### config.mk
export PLATFORM = sky130hd
export DESIGN_NAME = lsu_unit
export DESIGN_NICKNAME = d
export VERILOG_FILES = /design/src/rtl/lsu_unit.sv
export SDC_FILE = /design/constraint.sdc
export NUM_CORES = 1
export LEC_CHECK = 0
export BUFFER_PORTS_ARGS = -buffer_cell sky130_fd_sc_hd__buf_2
export CORE_ASPECT_RATIO = 2
export CORE_MARGIN = 4
export CORE_UTILIZATION = 46
export DETAILED_ROUTE_END_ITERATION = 8
export PLACE_DENSITY = 0.74
export SYNTH_ARGS = -nofsm -noshare
export SYNTH_HDL_FRONTEND = slang
export SYNTH_SLANG_ARGS = --single-unit
### constraint.sdc
create_clock -name clk -period 1.9 [get_ports clk]
set_clock_uncertainty 0.05 [all_clocks]
set_input_delay 0.19 -clock clk [delete_from_list [all_inputs] [get_ports clk]]
set_output_delay 0.19 -clock clk [all_outputs]
set_load 0.03 [all_outputs]
### src/rtl/lsu_unit.sv
`default_nettype none
// ============================================================================
// Module      : lsu_unit
// Description : RV32I load/store unit. Accepts an effective address, funct3,
//               store data and rd tag from execute, runs one req/ack access on
//               a word-addressed data bus with byte enables, and returns
//               extended load data or a fault code to writeback.
// Revision    : 1.0 - initial release
// ----------------------------------------------------------------------------
// Ports
//   clk, rst_n            clock, asynchronous active-low reset
//   in_valid/in_ready     request handshake from execute
//   in_opcode/in_funct3   load (0000011) / store (0100011), access size/sign
//   in_addr/in_wdata      effective address, store data (rs2)
//   in_rd                 destination register tag
//   mem_req/mem_we        bus request (held until ack), write strobe
//   mem_addr/mem_be       word address, byte enables
//   mem_wdata             lane-aligned store data
//   mem_ack/mem_rdata     bus completion, read word (same cycle as ack)
//   out_valid/out_we      one-cycle completion pulse, register write enable
//   out_rd/out_data       completed tag, extended load data
//   out_fault             00 ok, 01 misaligned/illegal, 10 bus timeout
// ============================================================================
module lsu_unit #(
  parameter int unsigned TIMEOUT = 255
) (
  input  logic        clk,
  input  logic        rst_n,
  input  logic        in_valid,
  output logic        in_ready,
  input  logic [6:0]  in_opcode,
  input  logic [2:0]  in_funct3,
  input  logic [31:0] in_addr,
  input  logic [31:0] in_wdata,
  input  logic [4:0]  in_rd,
  output logic        mem_req,
  output logic        mem_we,
  output logic [29:0] mem_addr,
  output logic [3:0]  mem_be,
  output logic [31:0] mem_wdata,
  input  logic        mem_ack,
  input  logic [31:0] mem_rdata,
  output logic        out_valid,
  output logic        out_we,
  output logic [4:0]  out_rd,
  output logic [31:0] out_data,
  output logic [1:0]  out_fault
);

  localparam logic [6:0]  C_OP_LOAD  = 7'b0000011;
  localparam logic [6:0]  C_OP_STORE = 7'b0100011;
  localparam logic [15:0] C_TMO_LAST = 16'(TIMEOUT - 1);

  typedef enum logic [1:0] {
    S_IDLE = 2'd0,
    S_BUS  = 2'd1,
    S_DONE = 2'd2
  } state_e;

  state_e      state_q, state_d;
  logic [2:0]  f3_q, f3_d;
  logic [1:0]  off_q, off_d;
  logic [4:0]  rd_q, rd_d;
  logic        is_load_q, is_load_d;
  logic        req_q, req_d;
  logic        we_q, we_d;
  logic [29:0] addr_q, addr_d;
  logic [3:0]  be_q, be_d;
  logic [31:0] wdata_q, wdata_d;
  logic [15:0] cnt_q, cnt_d;
  logic [31:0] data_q, data_d;
  logic [1:0]  fault_q, fault_d;
  logic        owe_q, owe_d;

  logic        w_is_load, w_is_store, w_accept, w_legal, w_misaligned;
  logic [3:0]  w_be;
  logic [31:0] w_wdata, w_shifted, w_ext;
  logic [15:0] w_half;

  assign w_is_load  = (in_opcode == C_OP_LOAD);
  assign w_is_store = (in_opcode == C_OP_STORE);
  assign w_accept   = in_valid && (state_q == S_IDLE) && (w_is_load || w_is_store);

  // Request decode: legality, alignment, byte enables, lane replication.
  always_comb begin
    w_legal = 1'b0;
    case (in_funct3)
      3'b000, 3'b001, 3'b010: w_legal = 1'b1;
      3'b100, 3'b101:         w_legal = w_is_load;  // unsigned forms exist for loads only
      default:                w_legal = 1'b0;
    endcase
    w_misaligned = ((in_funct3[1:0] == 2'b01) && in_addr[0]) ||
                   ((in_funct3[1:0] == 2'b10) && (in_addr[1:0] != 2'b00));
    case (in_funct3[1:0])
      2'b00:   begin w_be = 4'b0001 << in_addr[1:0]; w_wdata = {4{in_wdata[7:0]}};  end
      2'b01:   begin w_be = 4'b0011 << in_addr[1:0]; w_wdata = {2{in_wdata[15:0]}}; end
      default: begin w_be = 4'b1111;                 w_wdata = in_wdata;            end
    endcase
  end

  // Load extraction from the read word using the latched offset and funct3.
  assign w_shifted = mem_rdata >> {off_q, 3'b000};
  assign w_half    = off_q[1] ? mem_rdata[31:16] : mem_rdata[15:0];

  always_comb begin
    case (f3_q)
      3'b000:  w_ext = {{24{w_shifted[7]}}, w_shifted[7:0]};
      3'b100:  w_ext = {24'd0, w_shifted[7:0]};
      3'b001:  w_ext = {{16{w_half[15]}}, w_half};
      3'b101:  w_ext = {16'd0, w_half};
      default: w_ext = mem_rdata;
    endcase
  end

  // Next-state logic.
  always_comb begin
    state_d   = state_q;
    f3_d      = f3_q;
    off_d     = off_q;
    rd_d      = rd_q;
    is_load_d = is_load_q;
    req_d     = req_q;
    we_d      = we_q;
    addr_d    = addr_q;
    be_d      = be_q;
    wdata_d   = wdata_q;
    cnt_d     = cnt_q;
    data_d    = data_q;
    fault_d   = fault_q;
    owe_d     = owe_q;
    case (state_q)
      S_IDLE: begin
        if (w_accept) begin
          f3_d      = in_funct3;
          off_d     = in_addr[1:0];
          rd_d      = in_rd;
          is_load_d = w_is_load;
          if (!w_legal || w_misaligned) begin
            state_d = S_DONE;
            fault_d = 2'b01;
            data_d  = 32'd0;
            owe_d   = 1'b0;
          end else begin
            state_d = S_BUS;
            req_d   = 1'b1;
            we_d    = w_is_store;
            addr_d  = in_addr[31:2];
            be_d    = w_be;
            wdata_d = w_wdata;
            cnt_d   = 16'd0;
          end
        end
      end
      S_BUS: begin
        // Ack is checked first so an ack on the final cycle beats the timeout.
        if (mem_ack) begin
          state_d = S_DONE;
          req_d   = 1'b0;
          fault_d = 2'b00;
          data_d  = is_load_q ? w_ext : 32'd0;
          owe_d   = is_load_q && (rd_q != 5'd0);
        end else if (cnt_q == C_TMO_LAST) begin
          state_d = S_DONE;
          req_d   = 1'b0;
          fault_d = 2'b10;
          data_d  = 32'd0;
          owe_d   = 1'b0;
        end else begin
          cnt_d = cnt_q + 16'd1;
        end
      end
      S_DONE:  state_d = S_IDLE;
      default: state_d = S_IDLE;
    endcase
  end

  always_ff @(posedge clk or negedge rst_n) begin
    if (!rst_n) begin
      state_q   <= S_IDLE;
      f3_q      <= 3'd0;
      off_q     <= 2'd0;
      rd_q      <= 5'd0;
      is_load_q <= 1'b0;
      req_q     <= 1'b0;
      we_q      <= 1'b0;
      addr_q    <= 30'd0;
      be_q      <= 4'd0;
      wdata_q   <= 32'd0;
      cnt_q     <= 16'd0;
      data_q    <= 32'd0;
      fault_q   <= 2'b00;
      owe_q     <= 1'b0;
    end else begin
      state_q   <= state_d;
      f3_q      <= f3_d;
      off_q     <= off_d;
      rd_q      <= rd_d;
      is_load_q <= is_load_d;
      req_q     <= req_d;
      we_q      <= we_d;
      addr_q    <= addr_d;
      be_q      <= be_d;
      wdata_q   <= wdata_d;
      cnt_q     <= cnt_d;
      data_q    <= data_d;
      fault_q   <= fault_d;
      owe_q     <= owe_d;
    end
  end

  assign in_ready  = (state_q == S_IDLE);
  assign mem_req   = req_q;
  assign mem_we    = we_q;
  assign mem_addr  = addr_q;
  assign mem_be    = be_q;
  assign mem_wdata = wdata_q;
  assign out_valid = (state_q == S_DONE);
  assign out_we    = out_valid & owe_q;
  assign out_rd    = rd_q;
  assign out_data  = out_valid ? data_q : 32'd0;
  assign out_fault = out_valid ? fault_q : 2'b00;

endmodule
`default_nettype wire

==> flow_summary.json, run 1 <==
{
  "drv_slew": 0,
  "final_antenna_net_count": 0,
  "vdd_ir_drop_max_mv": 0.7800,
  "period_needed_ps": 1937,
  "power.leakage_nw": 5.218,
  "ys.flop_type": "dfrtp_1",
  "design_area_mm2": 0.01007,
  "firstDrtPassIters": 5,
  "core_area_mm2": 0.01482,
  "reg2reg_depth": 6,
  "area_growth_pct": 45.69,
  "h-tree-depth": 4,
  "drv_cap": 0,
  "hold_viol": 0,
  "relSlewSlack_pct": 52.46,
  "finish.utilization_pct": 67.95,
  "yosysWarningCount": 0,
  "avgSynthCellArea_um2": 9.804,
  "clock-sinks": 132,
  "crit_path_top_delay_cell": "dfrtp_2",
  "antenna_found_initial": 0,
  "required_ps": 2100,
  "synth-seq-cells": 132,
  "regToRegSetupSlack_ps": -40,
  "ys_seq_area_share_pct": 47.79,
  "ys_types": 57,
  "hold_class": "input pin to flip-flop",
  "violations": "negative setup slack",
  "dieArea_mm2": 0.01717,
  "worstSetupStartpointType": "flip-flop",
  "drt_iter0_drc": 302,
  "hold_depth": 3,
  "worst_hold_slack_ps": 11.19,
  "post-route-period-util_pct": 102.0,
  "placed_area_mm2": 0.008509,
  "drt-vias-per-instance": 5.587,
  "routabilityCongestion": 0.8987,
  "finalSetupViolations": 11,
  "endpoint_kind": "flip-flop",
  "r2r_start": "cnt_q[12]$_DFFE_PN0P_",
  "max_stage_delay_ps": 440,
  "crit_chain": "nor4bb_2, buf_4, nand4_1, a21oi_4, buf_6, o221ai_1",
  "vias": 6788,
  "dp_slack_ps": -164.9,
  "worstSetupPathType": "flip-flop to flip-flop",
  "numCtsBuffers": 17,
  "grt_max_degree": 50,
  "cp.arrival_ps": 2140,
  "rsz0062_at_grt": "yes",
  "io_pins": 225,
  "chipHeight_um": 181.4,
  "worst_slew_pin_slew_ps": 712.3,
  "grt.total_usage_pct": 25.90,
  "portBuffers": 224,
  "antenna_cells": 0,
  "setup_ws_ps": -37.41,
  "wire_per_inst_um": 18.46,
  "grt_pass1_vias": 7025,
  "clk_path_buf_depth": 2,
  "syn_nets": 822,
  "startpoint": "cnt_q[12]$_DFFE_PN0P_",
  "root_buffer": "clkbuf_16",
  "die_width_um": 94.68,
  "netlist_area_mm2": 0.006912,
  "hpwl_mm": 15.29,
  "drc": 0,
  "path_max_fanout": 7,
  "rows": 63,
  "cts.clk_slew.worst_paths_ps": 60,
  "fmax_ghz": 0.5162,
  "synth_edf_count": 0,
  "grt_overflow": 0,
  "r2r_end": "data_q[20]$_DFFE_PN0P_",
  "cts_tree": "built",
  "drive_above_1_share_pct": 36.08,
  "syn_inst": 705,
  "start_util_pct": 46.64,
  "synthArstFlopShare_pct": 100.0,
  "final_nets": 1125,
  "status": "complete, but fails checks",
  "grt_pass1_wl_mm": 34.75,
  "wl_mm": 22.43,
  "powerDensity_mw_per_mm2": 855.2,
  "clk_latency_ps": 410,
  "endpoint": "data_q[20]$_DFFE_PN0P_"
}
==> worst min-delay path by stage <==
stage,slack [ps],startpoint,to
final,10,in_wdata[31],mem_wdata[31]$_DFFE_PN0P_
after global routing,20,in_wdata[23],mem_wdata[23]$_DFFE_PN0P_
after CTS,1,in_wdata[23],mem_wdata[23]$_DFFE_PN0P_
after detailed placement,70,rst_n,data_q[30]$_DFFE_PN0P_
after global placement,70,rst_n,data_q[30]$_DFFE_PN0P_
after floorplan,-160,rst_n,cnt_q[0]$_DFFE_PN0P_
==> metrics by stage <==
stage | std cells | TNS (ps) | power, W
after floorplan | 705 | 0 | 0.004361
after global placement | 1120 | -220.5 | 0.004963
after detailed placement | 1120 | -1155 | 0.005014
after CTS | 1208 | 0 | 0.008571
after global routing | 1215 | -2788 | 0.009015
final | 1215 | -89.25 | 0.008611
==> cell type report <==
class	count	area, um^2
fill	1149	4750
timing repair buffer	339	2360
sequential	132	3304
clock inverter	8	121.4
inverter	39	146.4
multi-input combinational	479	3396
tap	195	244.0
clock buffer	23	498.0
==> per-layer routing <==
| metal | vias up | share of wire [%] | global-route usage, % |
|---|---|---|---|
| met2 | 302 | 54 | 46.32 |
| met3 | 89 | 6.4 | 5.292 |
| li1 | 3128 | - | - |
| met5 | - | 0 | 0 |
| met1 | 3269 | 34 | 27.55 |
| met4 | 0 | 5.1 | 14.11 |
==> cells in the mapped netlist, types with 2 or more instances <==
cell type	count	share of area (%)
dfrtp_1	132	48
nand2_1	85	4.6
a21oi_1	45	3.3
o221ai_1	45	5.7
and2_1	38	3.4
inv_1	38	2.1
mux2_1	38	6.2
o21ai_1	38	2.8
mux2i_1	37	5.4
clkbuf_1	34	1.8
nor2_1	25	1.4
o21ai_0	17	1.2
buf_2	16	1.2
nand3_1	12	0.87
nor2b_1	12	1.1
mux2_2	11	1.8
o31ai_1	10	1.1
or4_1	10	1.1
nand4_1	5	0.45
nand2b_1	4	0.36
buf_6	3	0.49
nor3_1	3	0.22
or2_2	3	0.27
or3_1	3	0.27
a21o_1	2	0.22
a221o_1	2	0.29
and3_1	2	0.18
and4_4	2	0.33
buf_1	2	0.11
ha_1	2	0.36
nor4_1	2	0.18
o21a_1	2	0.22
==> where the power goes <==
| group | internal, W | switching (W) |
|---|---|---|
| clock | 0.00223 | 0.00120 |
| sequential | 0.00316 | 0.000246 |
| combinational | 0.000754 | 0.00101 |
| total | 0.00615 | 0.00246 |
==> critical path, delay by kind of cell, from the launching register on <==
kind                   cells  cell delay, ps
DFF                        1             440
AOI/OAI and AO/OA          2             490
buffers and inverters      2             360
and+or+nand+nor            2             430
==> cells in the final DEF, fill, tap and decap left out, drive strengths merged, types with 2 or more instances in the layout <==
cell / instances
or2: 4
mux2: 49
nand2b: 4
o2111ai: 2
bufinv: 3
o31ai: 10
a21oi: 45
o21a: 2
clkbuf: 28
buf: 282
nand2: 85
nor4: 2
a221o: 2
inv: 39
and3: 2
nor2: 25
ha: 2
and4: 3
o21ai: 55
and2: 38
dfrtp: 132
nand3: 12
or3: 3
nand4: 5
or4: 10
dlygate4sd3: 52
nor3: 3
mux2i: 37
o221ai: 45
nor2b: 12
clkinv: 4
a21o: 2
==> state kept, by name, indices dropped and copies added, names as in the netlist <==
signal,count
state_q,2
owe_q,1
mem_addr,30
f3_q,3
fault_q,2
mem_we,1
is_load_q,1
data_q,32
off_q,2
out_rd,5
mem_be,4
cnt_q,16
mem_req,1
mem_wdata,32
==> timing repair <==
item                                    4_1_cts  5_1_grt
resized for setup                            35       31
gates cloned                                  1        4
pin swaps                                     0        9
hold endpoints to repair                     84        0
endpoints found under the setup margin       69       70
hold buffers                                 52        0
setup buffers                                 4        4
==> logic make-up (layout without fill, tap and decap cells) <==
kind of cell             after synthesis  after routing  synth area share (%)
AND/OR/NAND/NOR                      216            216                 16.00
AO/OA/AOI/OAI                        174            174                 16.46
flip-flops                           132            132                 47.79
buffers and inverters                 94            409                 5.721
multiplexers                          87             87                 13.67
adder cells (fa/ha/maj)                2              2                0.3620
Power figures use the tool's default switching activity.
==> inputs of run 2 (changes only) <==
- TNS_END_PERCENT: unset -> 20
==> run 2 against run 1 <==
Against the previous run: non-clock buffer count is 2 lower; the flow now finishes without violations; first-iteration DRC count shrank 3.0%; critical endpoint is now out_data[3]; via count increased by 0.40%; total power rose by 0.13%; fmax rose by 2.0%; sequential power about the same; utilization grew 0.24 points; register-to-register slack improved by 50 ps.
==> flow_summary.json, run 2 (synthesized netlist as in run 1, its figures left out) <==
{
  "status": "finished, final reports clean",
  "clk_latency_ps": 410,
  "core_area_mm2": 0.01482,
  "hold_depth": 3,
  "grt_max_degree": 50,
  "root_buffer": "clkbuf_16",
  "worst_slew_pin_slew_ps": 721.6,
  "drt-met1-wl_mm": 7.583,
  "routabilityCongestion": 0.8987,
  "drt-vias-per-instance": 5.618,
  "firstDrtPassIters": 7,
  "vdd_ir_drop_max_mv": 0.7799,
  "placed_area_mm2": 0.008509,
  "endpoint_kind": "primary output",
  "clk_path_buf_depth": 2,
  "dieArea_mm2": 0.01717,
  "antenna_cells": 0,
  "area_growth_pct": 46.22,
  "powerDensity_mw_per_mm2": 853.2,
  "final_antenna_net_count": 0,
  "drt_iter0_drc": 293,
  "die_width_um": 94.68,
  "final_nets": 1123,
  "design_area_mm2": 0.01011,
  "start_util_pct": 46.64,
  "final_common_cell": "buf_2",
  "chipHeight_um": 181.4,
  "hpwl_mm": 15.29,
  "worstSetupPathType": "flip-flop to primary output",
  "antenna_found_initial": 0,
  "drc": 0,
  "routed.top_layer": "met4",
  "drv_slew": 0,
  "wire_per_inst_um": 18.42,
  "drv_cap": 0,
  "grt_pass1_vias": 7019,
  "cts_tree": "built",
  "fmax_ghz": 0.5264,
  "grt_pass1_wl_mm": 34.73,
  "wl_met2_mm": 12.04,
  "io_pins": 225,
  "clock-sinks": 132,
  "h-tree-depth": 4,
  "multiInputGateArea_mm2": 0.003403,
  "hold_class": "input pin to flip-flop",
  "relSlewSlack_pct": 51.84,
  "period_needed_ps": 1900,
  "vias": 6815,
  "post-route-period-util_pct": 99.99,
  "final_cell_mix": "197 x buf_2, 131 x dfrtp_1, 85 x nand2_1, 55 x buf_4, 52 x dlygate4sd3_1",
  "required_ps": 1660,
  "hold_viol": 0,
  "rows": 63,
  "power.leakage_nw": 5.217,
  "register_area_mm2": 0.003304,
  "numCtsBuffers": 17,
  "portBuffers": 224,
  "finish.utilization_pct": 68.19,
  "wl_mm": 22.35,
  "cp.arrival_ps": 1660,
  "fill_cells": 1129,
  "rsz0062_at_grt": "yes",
  "regToRegSetupSlack_ps": 10,
  "finalSetupViolations": 0,
  "cts.clk_slew.worst_paths_ps": 60,
  "worstSetupStartpointType": "flip-flop",
  "wl_met3_mm": 1.426,
  "path_max_fanout": 18,
  "worst_hold_slack_ps": 10.55,
  "reg2reg_depth": 6,
  "drive_above_1_share_pct": 36.35,
  "grt.total_usage_pct": 25.90,
  "grt_overflow": 0
}
## run 2: cell count changes in the layout (fill, tap and decap cells not counted), moves of 3 or more
cell / delta
and2_1: -6
buf_6: +9
and2_4: +6
buf_2: -3
buf_4: -8
## run 2: what timing repair did
action,4_1_cts,5_1_grt
setup endpoints to repair,69,72
hold endpoints to repair,84,0
setup buffers,4,2
gates resized for setup,34,53
cloned,1,3
hold buffers,52,0
pin swaps,0,11
## run 2: final cells by class
class / instances / area share (%)
inverter: 39 / 1.449
timing repair buffer: 337 / 23.64
sequential: 132 / 32.70
clock buffer: 23 / 4.928
multi-input combinational: 479 / 33.68
tap: 195 / 2.414
clock inverter: 8 / 1.201
## run 2: routing by layer
metal,vias up,global-route usage (%)
li1,3127,-
met1,3263,27.55
met2,320,46.30
met3,105,5.292
met4,0,14.11
met5,-,0
## run 2: per-stage QoR
step / cells / setup TNS (ps) / setup slack (ps) / total power [W]
detailed placement: 1120 / -1155 / -164.9 / 0.005014
finish: 1213 / 0 / 0.2131 / 0.008623
CTS: 1208 / 0 / 1.161 / 0.008571
global route: 1213 / -2928 / -92.31 / 0.009025
global placement: 1120 / -220.5 / -114.8 / 0.004963
floorplan: 705 / 0 / 20.80 / 0.004361
## run 2: critical path, stage by stage (launching register included)
cell     delay, ps
dfrtp_1        400
buf_6          130
nor2b_4        130
buf_12         130
buf_16         140
and2_1         150
buf_4          160
## run 2: final timing paths
check                                                from                        end
worst max-delay path               state_q[1]$_DFFE_PN0P_                out_data[3]
worst min-delay path                         in_wdata[31]  mem_wdata[31]$_DFFE_PN0P_
worst max register to register      cnt_q[12]$_DFFE_PN0P_     data_q[31]$_DFFE_PN0P_
worst min register to register  mem_wdata[22]$_DFFE_PN0P_  mem_wdata[22]$_DFFE_PN0P_
max in group asynchronous                           rst_n         mem_we$_DFFE_PN0P_
min in group asynchronous                           rst_n     data_q[30]$_DFFE_PN0P_
## run 2: power by group
part	leakage [nW]	internal, W	switching [W]
Sequential	1.71	0.00316	0.000253
Combinational	3.21	0.000756	0.00101
Clock	0.305	0.00223	0.00121
==> inputs of run 3 (changes only) <==
- REMOVE_ABC_BUFFERS: unset -> 1
==> run 3 against run 2 <==
Against the previous run: the flow now finishes with violations (negative setup slack); die area unchanged; utilization shrank 0.69 points; register-to-register slack improved by 50 ps; combinational power decreased by 4%; wire length is 0.97% lower; global-route usage decreased by 0.30 points; clock-buffer cell count fell by 1; critical path depth down 1; sequential share of layout area is 0.35 points higher; largest cell class unchanged.
==> flow_summary.json, run 3 (synthesized netlist as in run 1, its figures left out) <==
{
  "status": "complete, but fails checks",
  "violations": "negative setup slack",
  "core_area_mm2": 0.01482,
  "startpoint": "state_q[0]$_DFFE_PN0P_",
  "worstHoldStart": "in_wdata[27]",
  "finalSetupViolations": 7,
  "cts.clk_slew.worst_paths_ps": 50,
  "clock-sinks": 132,
  "wire_per_inst_um": 18.27,
  "powerDensity_mw_per_mm2": 828.8,
  "drt-vias-per-instance": 5.489,
  "r2r_start": "state_q[1]$_DFFE_PN0P_",
  "final_antenna_net_count": 0,
  "worst_slew_pin_slew_ps": 714.9,
  "internal_power_w": 0.005889,
  "antenna_cells": 0,
  "io_pins": 225,
  "drc": 0,
  "grt_max_degree": 94,
  "hold_depth": 3,
  "final_common_cell": "buf_2",
  "p_clk_share_pct": 38.3,
  "final_nets": 1120,
  "numCtsBuffers": 17,
  "period_needed_ps": 1928,
  "switchingPower_w": 0.002402,
  "final_cell_mix": "188 x buf_2, 130 x dfrtp_1, 85 x nand2_1, 53 x buf_4, 53 x dlygate4sd3_1",
  "grt.total_usage_pct": 25.59,
  "h-tree-depth": 4,
  "cts_tree": "built",
  "hold_viol": 0,
  "firstDrtPassIters": 5,
  "drive_above_1_share_pct": 35.83,
  "cp.arrival_ps": 1690,
  "dieArea_mm2": 0.01717,
  "path_max_fanout": 7,
  "portBuffers": 224,
  "hpwl_mm": 14.86,
  "chipHeight_um": 181.4,
  "die_width_um": 94.68,
  "worst_hold_slack_ps": 24.28,
  "power.share.switching_pct": 28.97,
  "worstSetupStartpointType": "flip-flop",
  "setup_ws_ps": -27.61,
  "design_power_total_w": 0.008291,
  "routabilityCongestion": 0.9210,
  "relSlewSlack_pct": 52.29,
  "required_ps": 1660,
  "power.leakage_nw": 5.184,
  "post-route-period-util_pct": 101.5,
  "root_buffer": "clkbuf_16",
  "hold_class": "input pin to flip-flop",
  "rows": 63,
  "fmax_ghz": 0.5188,
  "vdd_ir_drop_max_mv": 0.6532,
  "drt_iter0_drc": 237,
  "area_growth_pct": 44.73,
  "reg2reg_depth": 6,
  "grt_overflow": 0,
  "clk_latency_ps": 410,
  "vias": 6647,
  "antenna_found_initial": 0,
  "drv_slew": 0,
  "wl_mm": 22.13,
  "combPwrFrac_pct": 20.5,
  "clk_path_buf_depth": 2,
  "dp_slack_ps": -80.45,
  "drv_cap": 0,
  "grt_pass1_vias": 7003,
  "grt_pass1_wl_mm": 34.52,
  "endpoint_kind": "primary output",
  "worstSetupPathType": "flip-flop to primary output",
  "start_util_pct": 46.64,
  "p_seq_share_pct": 41.1,
  "rsz0062_at_grt": "yes"
}
## run 3: cell count changes in the layout (fill, tap and decap cells not counted), sizes merged
cell	before	now
bufinv	3	2
clkinv	4	8
inv	39	38
dlygate4sd3	52	53
clkbuf	27	23
buf	281	280
## run 3: critical path, stage by stage, from the launching register on
cell and delay (ps):
dfrtp_1 420, buf_6 160, nor2b_4 200, buf_4 180
and2_1 150, buf_4 160
## run 3: timing repair
action,in CTS,in global routing
endpoints found under the hold margin,100,0
endpoints found under the setup margin,67,133
hold buffers,53,0
buffers inserted,2,1
gates cloned,3,2
resized for setup,51,56
pin swaps,0,2
## run 3: cell type report
class	instances	area, um^2
Tap cell	195	244.0
Fill cell	1141	4816
Sequential cell	132	3306
Inverter	39	146.4
Clock inverter	10	106.4
Timing Repair Buffer	334	2385
Clock buffer	22	464.2
Multi-Input combinational cell	479	3352
## run 3: power by group through the flow
stage | Sequential [W] | Combinational, W | Clock (W)
finish | 0.00341 | 0.00170 | 0.00318
global route | 0.00347 | 0.00187 | 0.00336
CTS | 0.00340 | 0.00166 | 0.00325
detailed placement | 0.00345 | 0.00155 | 0
global placement | 0.00343 | 0.00152 | 0
floorplan | 0.00363 | 0.000681 | 0
## run 3: path summary, 6_finish.rpt
check | slack [ps] | end
max | -30 | out_data[6]
min | 20 | mem_wdata[27]$_DFFE_PN0P_
max reg2reg | 60 | mem_addr[21]$_DFFE_PN0P_
min reg2reg | 430 | mem_wdata[15]$_DFFE_PN0P_
max in group asynchronous | 900 | mem_addr[28]$_DFFE_PN0P_
min in group asynchronous | 260 | data_q[22]$_DFFE_PN0P_
## run 3: layer usage
metal / global-route usage, % / vias up / part of all wire (%)
li1: - / 3115 / -
met1: 26.40 / 3185 / 35
met2: 46.97 / 291 / 54
met3: 6.125 / 56 / 6.9
met4: 11.97 / 0 / 3.8
met5: 0 / - / 0
## run 3: stage by stage
| step | util [%] | TNS (ps) | std cells | cell area, um^2 |
|---|---|---|---|---|
| floorplan | - | -132870 | 650 | 6663 |
| global placement | 57.30 | -56.87 | 1118 | 8492 |
| detailed placement | 57.30 | -189.8 | 1118 | 8492 |
| CTS | 65.89 | -20.15 | 1208 | 9764 |
| global route | 67.50 | -2704 | 1211 | 10000 |
| finish | 67.50 | -88.40 | 1211 | 10000 |
